## src/rtl/half_store_ctrl.sv

```systemverilog
// Store controller: word stores write straight through; halfword stores do a
// read-merge-write of the containing word. Misaligned requests are rejected.
module half_store_ctrl #(
  parameter int ADDR_W = 32
) (
  input  logic              clk,
  input  logic              rst_n,
  input  logic              req_valid,
  output logic              req_ready,
  input  logic              half_word_t,
  input  logic [ADDR_W-1:0] req_addr,
  input  logic [31:0]       req_data,
  output logic              mem_re,
  output logic              mem_we,
  output logic [ADDR_W-1:0] mem_addr,
  input  logic [31:0]       mem_rdata,
  output logic [31:0]       mem_wdata,
  output logic              done,
  output logic              err
);

  typedef enum logic [1:0] {IDLE, READ, MERGE, WRITE} state_t;

  // Only the halfword path needs request fields beyond the acceptance cycle.
  typedef struct packed {
    logic        hi;
    logic [15:0] half;
  } hreq_t;

  state_t            state, state_nx;
  hreq_t             hreq, hreq_nx;
  logic              re_nx, we_nx, done_nx, err_nx;
  logic [ADDR_W-1:0] addr_nx;
  logic [31:0]       wdata_nx;
  logic              misaligned;

  assign req_ready  = (state == IDLE);
  assign misaligned = half_word_t ? req_addr[0] : (req_addr[1:0] != 2'b00);

  always_comb begin
    state_nx = state;
    hreq_nx  = hreq;
    re_nx    = 1'b0;
    we_nx    = 1'b0;
    done_nx  = 1'b0;
    err_nx   = 1'b0;
    addr_nx  = mem_addr;
    wdata_nx = mem_wdata;
    case (state)
      IDLE: if (req_valid) begin
        if (misaligned) begin
          // Rejects reuse WRITE as a one-cycle busy slot with no strobe.
          err_nx   = 1'b1;
          done_nx  = 1'b1;
          state_nx = WRITE;
        end else begin
          addr_nx = {req_addr[ADDR_W-1:2], 2'b00};
          if (half_word_t) begin
            re_nx    = 1'b1;
            hreq_nx  = '{hi: req_addr[1], half: req_data[15:0]};
            state_nx = READ;
          end else begin
            we_nx    = 1'b1;
            wdata_nx = req_data;
            done_nx  = 1'b1;
            state_nx = WRITE;
          end
        end
      end
      READ:  state_nx = MERGE;
      MERGE: begin
        // mem_rdata is valid this cycle (one after mem_re).
        we_nx    = 1'b1;
        done_nx  = 1'b1;
        wdata_nx = hreq.hi ? {hreq.half, mem_rdata[15:0]}
                           : {mem_rdata[31:16], hreq.half};
        state_nx = WRITE;
      end
      WRITE:   state_nx = IDLE;
      default: state_nx = IDLE;
    endcase
  end

  always_ff @(posedge clk or negedge rst_n) begin
    if (!rst_n) begin
      state     <= IDLE;
      hreq      <= '0;
      mem_re    <= 1'b0;
      mem_we    <= 1'b0;
      done      <= 1'b0;
      err       <= 1'b0;
      mem_addr  <= '0;
      mem_wdata <= '0;
    end else begin
      state     <= state_nx;
      hreq      <= hreq_nx;
      mem_re    <= re_nx;
      mem_we    <= we_nx;
      done      <= done_nx;
      err       <= err_nx;
      mem_addr  <= addr_nx;
      mem_wdata <= wdata_nx;
    end
  end

endmodule

```

## config.mk

```make
export PLATFORM = sky130hd
export DESIGN_NAME = half_store_ctrl
export DESIGN_NICKNAME = d
export VERILOG_FILES = /design/src/rtl/half_store_ctrl.sv
export SDC_FILE = /design/constraint.sdc
export NUM_CORES = 1
export LEC_CHECK = 0
export ABC_CLOCK_PERIOD_IN_PS = 3950
export BUFFER_PORTS_ARGS = -buffer_cell sky130_fd_sc_hd__buf_2
export CORE_ASPECT_RATIO = 2
export CORE_MARGIN = 2
export CORE_UTILIZATION = 33
export DETAILED_ROUTE_END_ITERATION = 16
export GPL_TIMING_DRIVEN = 0
export PLACE_DENSITY = 0.58
export REMOVE_ABC_BUFFERS = 1
export SKIP_LAST_GASP = 1
export SYNTH_ARGS = -nofsm -noshare
export SYNTH_HDL_FRONTEND = slang
export SYNTH_SLANG_ARGS = --single-unit
export TNS_END_PERCENT = 10
```

## constraint.sdc

```tcl
create_clock -name clk -period 3.95 [get_ports clk]
set_clock_uncertainty 0.1 [all_clocks]
set_input_delay 0.79 -clock clk [delete_from_list [all_inputs] [get_ports clk]]
set_output_delay 0.79 -clock clk [all_outputs]
set_load 0.01 [all_outputs]
```

Word level (Yosys, flattened, before mapping)

Index checks and enable logic that the tools add are counted.

Memory bits (read-only): 0
Memories kept: 0
Bits of input ports: 100
Logic and storage cells: 46
Register bits after elaboration: 85
Latch bits: 0
Bits in writable memories: 0

Reduce and logical (&&, ||, !) cells: 6
Multiply operators: 0
Divide/modulo/power cells: 0
Shift operators: 0
Add/sub/neg operators: 0
Order comparisons: 0
Muxes and demuxes: 24
Eq/ne operators: 6
Bitwise gates (word level): 1

Operator list:

| cell                 | count |
|---|---|
| $mux W32             | 4 |
| $pmux W32 S2         | 1 |
| $mux W1              | 13 |
| $pmux W2 S4          | 1 |
| $reduce_and A4 Y1    | 2 |
| $mux W2              | 3 |
| $ne A2 B2 Y1 const B | 3 |
| $eq A2 B2 Y1 const B | 2 |
| $pmux W1 S2          | 2 |
| $reduce_bool A2 Y1   | 2 |
| $reduce_and A3 Y1    | 1 |
| $eq A2 B1 Y1 const B | 1 |
| $logic_not A2 Y1     | 1 |
| $not A1 Y1           | 1 |

Longest topological paths before layout

Gate-level depths: netlist of run 1.

Word-level depth: 5
Mapped depth: 7
Gate-level depth less buffers: 5

Worst setup path after synthesis of run 1

OpenSTA, ideal clock, no wires.

Kind: input port to flip-flop
From: input req_addr[0]
To: register mem_wdata[10]
Stages on the path: 3
Path slack: 1.934 ns
Buffers on the path: 1
Required time: 3.725 ns
Arrival time: 1.791 ns
Cells stage by stage: o41ai_4 buf_6 mux2_2

Word-level cells in the longest chain between the ends: 4

RTL lines:

| item                                 | line | source |
|---|---|---|
| start, declared                      | 11   | `input logic [ADDR_W-1:0] req_addr,` |
| $reduce_bool A2 Y1                   | 38   | `assign misaligned = half_word_t ? req_addr[0] : (req_addr[1:0] != 2'b00);` |
| $mux W1 *                            | 38   |  |
| $ne A2 B2 Y1 (no source line) *      | -    |  |
| $reduce_and A4 Y1 (no source line) * | -    |  |
| end signal, assigned                 | 102  | `mem_wdata <= wdata_nx;` |
| end, declared                        | 17   | `output logic [31:0] mem_wdata,` |

Every way passes the cells marked *; elsewhere a longest branch is shown, timed or not.
A chain may end at the register's enable or synchronous reset.

Final worst setup path of run 1

From: register state[0]
To: register mem_wdata[31]

Word-level cells in the longest chain between the ends: 3
Elaborated cells between the ends (all ways): 8
Classes of those cells: 4 x eq/ne; 1 x mux; 3 x reduce/logical

RTL lines:

| item                                                                | line | source |
|---|---|---|
| start, declared                                                     | 30   | `state_t state, state_nx;` |
| start signal, assigned                                              | 95   | `state <= state_nx;` |
| $logic_not A2 Y1 or $eq A2 B2 Y1 (tied branches)                    | 49   | `case (state)` |
| $ne A2 B2 Y1 (no source line) or $reduce_bool A2 Y1 (tied branches) | -    |  |
| $reduce_and A4 Y1 (no source line)                                  | -    |  |

Several ways; a longest one is shown, not always the timed one.

==> flow_summary.yaml, run 1 <==
outcome:
  status: "finished, final reports clean"
clock_network:
  ctsLongestPathBuffers: 2
  htreeDepth: 3
  clk_pin_slew_ns: 0.07
  cts.sinks: 85
  cts.repair.resized: 0
  cts-hold-fix-buffers: 0
  clock_latency_ns: 0.33
  root_buffer: "clkbuf_16"
  numCtsBuffers: 9
  cts_setup_buffers: 0
  tritoncts: "built"
routing:
  antenna_left: 0
  drt_iter0_drc: 96
  wire_per_inst_microns: 15.2
  vias_per_cell: 4.69
  vias: 2886
  drc: 0
  drt_first_pass_iters: 4
  routed_wl_microns: 9380
logic_synthesis:
  synth_top_area_share_pct: 54.4
  synth_common_cells: "85 x dfrtp_1, 74 x mux2_2, 34 x a21oi_1, 34 x nor2_1, 32 x mux2i_1"
  synth_warnings: 0
  synth_top_family_by_area: "multiplexers"
  yosys.area_share.xor_xnor_pct: 0
  yosys.area_share.simple_pct: 4.13
  syn_inst: 302
  ys_seq_area_share_pct: 54.4
  synth.avg_cell_area_sq_um: 12.9
  synth_most_common_cell: "dfrtp_1"
  synth.area.top_cells: "dfrtp_1 54%, mux2_2 21%, mux2i_1 8.2%"
  synth_flop_cell: "dfrtp_1"
  synth_seq_cells: 85
  synth_compound_area_share_pct: 5.89
  yosys.area.top_type: "dfrtp_1"
  synth_edf_count: 0
  async_flop_share_pct: 100
  synth_area_sq_mm: 0.00391
  synth_mux_area_share_pct: 31.2
  synth_cell_types: 24
  synth_fa_ha_area_share_pct: 0.640
global_route:
  grt_pass1_vias: 2882
  antenna_found_initial: 1
  grt_first_pass_wirelength_microns: 14100
  track_usage_pct: 14.7
  grt_max_degree: 45
  grt-ovfl-total: 0
worst_setup_path:
  crit_arrival_ns: 2.59
  start_kind: "flip-flop"
  cp_slowest_stage_delay_ns: 0.72
  ff2ff_path_depth: 6
  timing.rr.start: "state[0]$_DFFE_PN0P_"
  r2r_end: "mem_wdata[31]$_DFFE_PN0P_"
  crit_family: "compound AO/OA/AOI/OAI gates"
  path_max_fanout: 13
  cp_cell_sequence: "inv_1, ha_1, nand2_2, o41ai_4, buf_6, mux2_2"
  critical_path_class: "flip-flop to flip-flop"
  slowest_stage: "o41ai_4"
  cp.required_ns: 4.07
  end_kind: "flip-flop"
  reg2reg_slack_ns: 1.48
  path_buf_inv: 2
power_and_ir_drop:
  leakage_nw: 2.54
  powerDensity_mw_per_mm2: 824
  ir_drop_mv: 0.360
sta:
  slew_violations: 0
  post-route-min-period_ns: 2.47
  hold_viol: 0
  worst_pin_slew_ns: 0.864
  grt_setup_unrepaired: "no"
  period_share_pct: 62.5
  timing.setup.tns_ns: 0
  final-setup-viol-count: 0
  slew_headroom_pct: 42.2
  max_freq_ghz: 0.405
placement:
  io_buffers: 166
  dpl-instance-area_sq_mm: 0.00492
  place_hpwl_microns: 7150
  gp_congestion: 0.742
  dp.cells: 600
floorplan:
  initial_core_util_pct: 33.6
  num_io_pins: 169
  die_x_microns: 81.0
  dieHeight_microns: 158
  core_area_sq_mm: 0.0116
  die-area_sq_mm: 0.0128
  num_rows: 56
layout:
  final_area_sq_mm: 0.00520
  nets: 568
  area_delta_synth_final_pct: 33.0
  antenna_cells: 0
  layout-drive-gt1-share_pct: 56.7
  finalNonFillerCells: 616
worst_hold_path:
  hold_class: "input port to asynchronous set/reset pin"
job:
  maxCapViolCount: 0
-- flip-flops by register name, indices dropped and copies added (netlist names) --
register,cells
mem_re,1
state,2
done,1
mem_wdata,32
hreq,17
mem_we,1
mem_addr,30
err,1
-- worst register-to-register path, stage by stage, from the launching register on --
cell	delay, ns
dfrtp_1	0.37
inv_1	0.08
ha_1	0.28
nand2_2	0.15
o41ai_4	0.72
buf_6	0.28
mux2_2	0.36
-- per-layer routing --
layer | share of wire [%] | global-route usage (%) | vias to the layer above
met5 | 0.12 | 0 | -
met2 | 57 | 27.5 | 100
met4 | 2.9 | 6.78 | 2
met1 | 34 | 14.9 | 1384
li1 | - | - | 1384
met3 | 5.3 | 3.31 | 16
-- where the power goes --
part	internal, mW	total, mW	switching (mW)
combinational	1.02	1.95	0.924
clock	0.443	0.781	0.338
sequential	1.32	1.56	0.241
total	2.78	4.28	1.50
-- cell type report --
class | count | area (sq um)
inverters | 4 | 15.0
clock buffers | 11 | 243
clock inverters | 5 | 36.3
well taps | 145 | 181
flip-flops and latches | 85 | 2130
multi-input cells | 194 | 1660
fillers | 1145 | 6430
repair buffers | 172 | 942
-- worst max-delay path by stage --
stage | cells after the start | start | slack, ns | endpoint
after CTS | 6 | state[0]$_DFFE_PN0P_ | 1.42 | mem_wdata[31]$_DFFE_PN0P_
after global routing | 6 | state[0]$_DFFE_PN0P_ | 1.31 | mem_wdata[30]$_DFFE_PN0P_
final | 6 | state[0]$_DFFE_PN0P_ | 1.48 | mem_wdata[31]$_DFFE_PN0P_
after detailed placement | 5 | req_valid | 1.26 | mem_wdata[31]$_DFFE_PN0P_
after global placement | 5 | state[0]$_DFFE_PN0P_ | 0.23 | mem_wdata[9]$_DFFE_PN0P_
after floorplan | 5 | state[0]$_DFFE_PN0P_ | 1.07 | mem_wdata[0]$_DFFE_PN0P_
-- cells by family after synthesis --
logic type / Yosys count
simple gates: 39
flops: 85
other cells: 1
buf+inv: 24
mux: 112
fa+ha+maj: 2
compound gates: 39
-- per-stage QoR --
stage | worst slack, ns | power, mW | hold slack (ns) | util, %
after floorplan | 1.07 | 2.80 | 0.367 | -
after global placement | 0.232 | 3.44 | 0.364 | 41.3
after detailed placement | 1.26 | 3.56 | 0.375 | 42.3
after CTS | 1.42 | 4.36 | 0.360 | 44.7
after global routing | 1.31 | 4.58 | 0.387 | 44.7
final | 1.48 | 4.28 | 0.350 | 44.7
-- placed cells by master (no fill, tap or decap), types with 2 or more instances in the layout --
master / count
a21oi_1: 34
buf_12: 2
buf_2: 165
buf_8: 2
clkbuf_16: 9
clkinvlp_4: 3
conb_1: 2
dfrtp_1: 84
inv_1: 4
mux2_1: 6
mux2_2: 74
mux2i_1: 32
nor2_1: 34
No activity file was read; power rests on OpenSTA's default activity.
==> run 2: changes to the inputs <==
--- a/config.mk
+++ b/config.mk
@@ -5,7 +5,7 @@
 export SDC_FILE = /design/constraint.sdc
 export NUM_CORES = 1
 export LEC_CHECK = 0
-export ABC_CLOCK_PERIOD_IN_PS = 3950
+export ABC_CLOCK_PERIOD_IN_PS = 2300
 export BUFFER_PORTS_ARGS = -buffer_cell sky130_fd_sc_hd__buf_2
 export CORE_ASPECT_RATIO = 2
 export CORE_MARGIN = 2
==> constraint.sdc (replaced) <==
create_clock -name clk -period 2.3 [get_ports clk]
set_clock_uncertainty 0.1 [all_clocks]
set_input_delay 0.46 -clock clk [delete_from_list [all_inputs] [get_ports clk]]
set_output_delay 0.46 -clock clk [all_outputs]
set_load 0.01 [all_outputs]
==> run 2 against run 1 <==
Effect of this change: non-clock buffer count is 6 higher; utilization up 0.39 points; hold slack lost 0.33 ns; sequential share of layout area down 0.35 points; maximum frequency grew 9.7%; clock power grew 72%; first-iteration DRC count fell by 3.1%; critical endpoint unchanged; largest cell class unchanged; largest power group unchanged; highest routed layer unchanged.
==> flow_summary.yaml, run 2 (synthesized netlist as in run 1, its figures left out) <==
sta:
  worst_hold_slack_ns: 0.0192
  fin_ws_ns: 0.0486
  worst_pin_slew_ns: 0.601
  slew_headroom_pct: 59.9
  max_freq_ghz: 0.444
  period_share_pct: 97.9
  grt_setup_unrepaired: "yes"
  slew_violations: 0
  timing.setup.tns_ns: 0
  hold_viol: 0
  post-route-min-period_ns: 2.25
  final-setup-viol-count: 0
routing:
  drc: 0
  vias: 2917
  vias_per_cell: 4.69
  routed_wl_microns: 9390
  drt_iter0_drc: 93
  drt_first_pass_iters: 4
  wire_per_inst_microns: 15.1
  antenna_left: 0
clock_network:
  clk_pin_slew_ns: 0.07
  root_buffer: "clkbuf_16"
  cts.repair.resized: 0
  clock_latency_ns: 0.33
  numCtsBuffers: 9
  tritoncts: "built"
  cts.sinks: 85
  cts-hold-fix-buffers: 0
  htreeDepth: 3
  ctsLongestPathBuffers: 2
layout:
  nets: 574
  area_delta_synth_final_pct: 34.2
  largest_register_ffs: 32
  final_util_pct: 45.1
  finalNonFillerCells: 622
  final_area_sq_mm: 0.00525
  layout-drive-gt1-share_pct: 57.2
  top_regs: "mem_wdata (32), mem_addr (30), hreq (17)"
  nFillCells: 1148
  antenna_cells: 0
  regMostFlops: "mem_wdata"
  layout_commonest_cell: "buf_2"
  final_cell_mix: "165 x buf_2, 84 x dfrtp_1, 74 x mux2_2"
floorplan:
  die-area_sq_mm: 0.0128
  dieHeight_microns: 158
  die_x_microns: 81.0
  initial_core_util_pct: 33.6
  num_rows: 56
  core_area_sq_mm: 0.0116
  num_io_pins: 169
global_route:
  track_usage_pct: 14.7
  grt_first_pass_wirelength_microns: 14100
  antenna_found_initial: 1
  grt_pass1_vias: 2903
  grt-ovfl-total: 0
  grt_max_degree: 45
power_and_ir_drop:
  powerDensity_mw_per_mm2: 1410
  leakage_nw: 2.57
  ir_drop_mv: 0.627
  power.total_mw: 7.42
placement:
  gp_congestion: 0.742
  place_hpwl_microns: 7150
  dp.cells: 600
  io_buffers: 166
  pre_cts_ws_ns: -0.214
  dpl-instance-area_sq_mm: 0.00492
worst_setup_path:
  end_kind: "flip-flop"
  crit_arrival_ns: 2.37
  start_kind: "flip-flop"
  critical_path_class: "flip-flop to flip-flop"
  cp_slowest_stage_delay_ns: 0.57
  reg2reg_slack_ns: 0.05
  ff2ff_path_depth: 7
  cp_cell_sequence: "inv_1, ha_2, nand2b_1, o41ai_4, buf_4, buf_6, mux2_2"
  r2r_end: "mem_wdata[31]$_DFFE_PN0P_"
  slowest_stage: "ha_2"
  timing.rr.start: "state[0]$_DFFE_PN0P_"
  path_max_fanout: 30
  cp.required_ns: 2.42
worst_hold_path:
  hold_class: "input port to asynchronous set/reset pin"
job:
  maxCapViolCount: 0
outcome:
  status: "finished, final reports clean"
## run 2: changes by cell type in the layout (fill, tap and decap cells not counted)
cell | previous run | this run
buf_4 | 1 | 7
## run 2: how the worst max path moves through the flow
stage | start | endpoint | slack [ns] | cells after the start
after floorplan | state[0]$_DFFE_PN0P_ | mem_wdata[0]$_DFFE_PN0P_ | -0.58 | 5
after global placement | state[0]$_DFFE_PN0P_ | mem_wdata[9]$_DFFE_PN0P_ | -1.42 | 5
after detailed placement | state[0]$_DFFE_PN0P_ | mem_wdata[31]$_DFFE_PN0P_ | -0.21 | 6
after CTS | state[0]$_DFFE_PN0P_ | mem_addr[29]$_DFFE_PN0P_ | -0.12 | 6
after global routing | state[0]$_DFFE_PN0P_ | mem_wdata[30]$_DFFE_PN0P_ | -0.11 | 7
final | state[0]$_DFFE_PN0P_ | mem_wdata[31]$_DFFE_PN0P_ | 0.05 | 7
## run 2: critical path: cells and delay by family, from the launching register on
| family | cells | cell delay [ns] |
|---|---|---|
| simple gates | 1 | 0.21 |
| mux | 1 | 0.35 |
| fa+ha+maj | 1 | 0.57 |
| compound gates | 1 | 0.09 |
| buf+inv | 3 | 0.42 |
| flops | 1 | 0.37 |
## run 2: repair_timing
| action | CTS | global route |
|---|---|---|
| buffers inserted | 4 | 2 |
| pin swaps | 1 | 1 |
| setup endpoints to repair | 44 | 61 |
| cloned | 0 | 0 |
## run 2: report_power, final
group	internal, mW	switching [mW]
registers	2.26	0.411
logic	1.81	1.60
clock network	0.761	0.578
## run 2: routing by layer
layer / global-route usage, % / wire [microns]
met1: 14.9 / 3200
met3: 3.31 / 504
met2: 27.6 / 5400
met5: 0 / 11
met4: 6.78 / 265
## run 2: cell type report
class / instances / area, sq um / area share, %
inverters: 4 / 15.0 / 0.286
clock inverters: 5 / 36.3 / 0.692
flip-flops and latches: 85 / 2130 / 40.6
clock buffers: 11 / 243 / 4.63
well taps: 145 / 181 / 3.46
repair buffers: 178 / 987 / 18.8
multi-input cells: 194 / 1660 / 31.6
==> run 3: changes to the inputs <==
--- a/config.mk
+++ b/config.mk
@@ -11,7 +11,7 @@
 export CORE_MARGIN = 2
 export CORE_UTILIZATION = 33
 export DETAILED_ROUTE_END_ITERATION = 16
-export GPL_TIMING_DRIVEN = 0
+export GPL_TIMING_DRIVEN = 1
 export PLACE_DENSITY = 0.58
 export REMOVE_ABC_BUFFERS = 1
 export SKIP_LAST_GASP = 1
==> run 3 against run 2 <==
Effect of this change: routed wire length fell by 2.0%; critical path depth fell by 1; first-iteration DRC count rose by 16%; maximum frequency rose by 7.6%; worst setup slack improved by 0.16 ns; power barely moved; largest cell class unchanged; sequential power rose by 1%; register-to-register slack improved by 0.16 ns; utilization fell by 0.27 points; die area did not move; critical endpoint is now mem_wdata[30]$_DFFE_PN0P_.
==> flow_summary.yaml, run 3 (synthesized netlist as in run 1, its figures left out) <==
job:
  maxCapViolCount: 0
placement:
  gp_congestion: 0.719
  place_hpwl_microns: 6910
  pre_cts_ws_ns: 0.196
  io_buffers: 166
  dp.cells: 600
  dpl-instance-area_sq_mm: 0.00492
layout:
  nFillCells: 1147
  final_area_sq_mm: 0.00522
  top_regs: "mem_wdata (32), mem_addr (30), hreq (17)"
  area_delta_synth_final_pct: 33.4
  layout_commonest_cell: "buf_2"
  finalNonFillerCells: 616
  final_cell_mix: "165 x buf_2, 84 x dfrtp_1, 74 x mux2_2"
  nets: 568
  regMostFlops: "mem_wdata"
  antenna_cells: 0
  largest_register_ffs: 32
  layout-drive-gt1-share_pct: 56.5
worst_setup_path:
  slowest_stage: "dfrtp_1"
  end_kind: "flip-flop"
  start_kind: "flip-flop"
  critical_path_class: "flip-flop to flip-flop"
  ff2ff_path_depth: 6
  crit_arrival_ns: 2.20
  timing.rr.start: "state[0]$_DFFE_PN0P_"
  r2r_end: "mem_wdata[30]$_DFFE_PN0P_"
  cp_slowest_stage_delay_ns: 0.37
  cp.required_ns: 2.41
  path_max_fanout: 29
  cp_cell_sequence: "inv_1, ha_1, nand2_2, o41ai_4, buf_12, mux2_2"
  reg2reg_slack_ns: 0.21
clock_network:
  root_buffer: "clkbuf_16"
  cts.sinks: 85
  cts-hold-fix-buffers: 0
  cts.repair.resized: 0
  numCtsBuffers: 9
  cts_setup_buffers: 0
  htreeDepth: 3
  tritoncts: "built"
  clk_pin_slew_ns: 0.06
  clock_latency_ns: 0.33
  ctsLongestPathBuffers: 2
global_route:
  antenna_found_initial: 0
  grt-ovfl-total: 0
  grt_first_pass_wirelength_microns: 14100
  grt_pass1_vias: 2902
  grt_max_degree: 86
  track_usage_pct: 14.6
routing:
  vias_per_cell: 4.62
  vias: 2848
  drc: 0
  drt_first_pass_iters: 4
  antenna_left: 0
  wire_per_inst_microns: 14.9
  routed_wl_microns: 9200
  drt_iter0_drc: 108
floorplan:
  num_io_pins: 169
  initial_core_util_pct: 33.6
  die_x_microns: 81.0
  dieHeight_microns: 158
  num_rows: 56
  die-area_sq_mm: 0.0128
  core_area_sq_mm: 0.0116
sta:
  slew_violations: 0
  fin_ws_ns: 0.208
  hold_viol: 0
  timing.setup.tns_ns: 0
  slew_headroom_pct: 66.7
  post-route-min-period_ns: 2.09
  worst_pin_slew_ns: 0.499
  max_freq_ghz: 0.478
  grt_setup_unrepaired: "no"
  final-setup-viol-count: 0
  period_share_pct: 91.0
power_and_ir_drop:
  leakage_nw: 2.55
  powerDensity_mw_per_mm2: 1420
  power.total_mw: 7.42
  ir_drop_mv: 0.608
worst_hold_path:
  hold_class: "input port to asynchronous set/reset pin"
outcome:
  status: "finished, final reports clean"
-- run 3: cell types whose count changed in the layout (fill, tap and decap cells not counted) --
cell,change
buf_12,+3
buf_16,-1
buf_4,-5
buf_6,-1
buf_8,-2
bufinv_16,+1
clkbuf_1,+1
clkinv_2,+1
clkinv_4,-1
clkinvlp_4,-2
-- run 3: metal layers --
| layer | up-vias | global-route usage, % | wire length, microns |
|---|---|---|---|
| met4 | 0 | 6.78 | 218 |
| li1 | 1388 | - | - |
| met3 | 14 | 3.25 | 454 |
| met5 | - | 0 | 0 |
| met2 | 95 | 28.0 | 5350 |
| met1 | 1351 | 14.2 | 3170 |
-- run 3: worst max-delay path by stage --
stage | start | end | slack (ns) | cells past startpoint
5_1_grt | state[0]$_DFFE_PN0P_ | mem_wdata[14]$_DFFE_PN0P_ | 0.07 | 6
4_1_cts | state[0]$_DFFE_PN0P_ | mem_wdata[30]$_DFFE_PN0P_ | 0.18 | 6
3_3_place_gp | state[0]$_DFFE_PN0P_ | mem_wdata[6]$_DFFE_PN0P_ | 0.24 | 6
6_report | state[0]$_DFFE_PN0P_ | mem_wdata[30]$_DFFE_PN0P_ | 0.21 | 6
3_5_place_dp | state[0]$_DFFE_PN0P_ | mem_wdata[26]$_DFFE_PN0P_ | 0.20 | 6
2_1_floorplan | state[0]$_DFFE_PN0P_ | mem_wdata[0]$_DFFE_PN0P_ | -0.58 | 5
-- run 3: final cells by class --
| type | instances | area [sq um] | share of cell area (%) |
|---|---|---|---|
| clock inverters | 4 | 47.5 | 0.912 |
| repair buffers | 172 | 941 | 18.0 |
| inverters | 4 | 15.0 | 0.288 |
| clock buffers | 12 | 246 | 4.73 |
| multi-input cells | 194 | 1660 | 31.7 |
| well taps | 145 | 181 | 3.48 |
| flip-flops and latches | 85 | 2130 | 40.8 |
-- run 3: worst max-delay path: cells and delay by family (launching register included) --
family | cells | cell delay, ns
AO/OA/AOI/OAI | 1 | 0.35
adder cells (fa/ha/maj) | 1 | 0.28
buffers and inverters | 2 | 0.34
flip-flops | 1 | 0.37
multiplexers | 1 | 0.36
AND/OR/NAND/NOR | 1 | 0.15
-- run 3: stage by stage --
stage / hold WS (ns) / util (%)
finish: 0.0617 / 44.8
global route: 0.0848 / 44.8
CTS: 0.0771 / 44.8
detailed placement: 0.370 / 42.3
global placement: 0.363 / 42.3
floorplan: 0.0644 / -
-- run 3: power by group --
part | leakage [nW] | internal (mW) | switching (mW)
registers | 1.01 | 2.26 | 0.445
clock network | 0.143 | 0.868 | 0.559
logic | 1.40 | 1.76 | 1.53
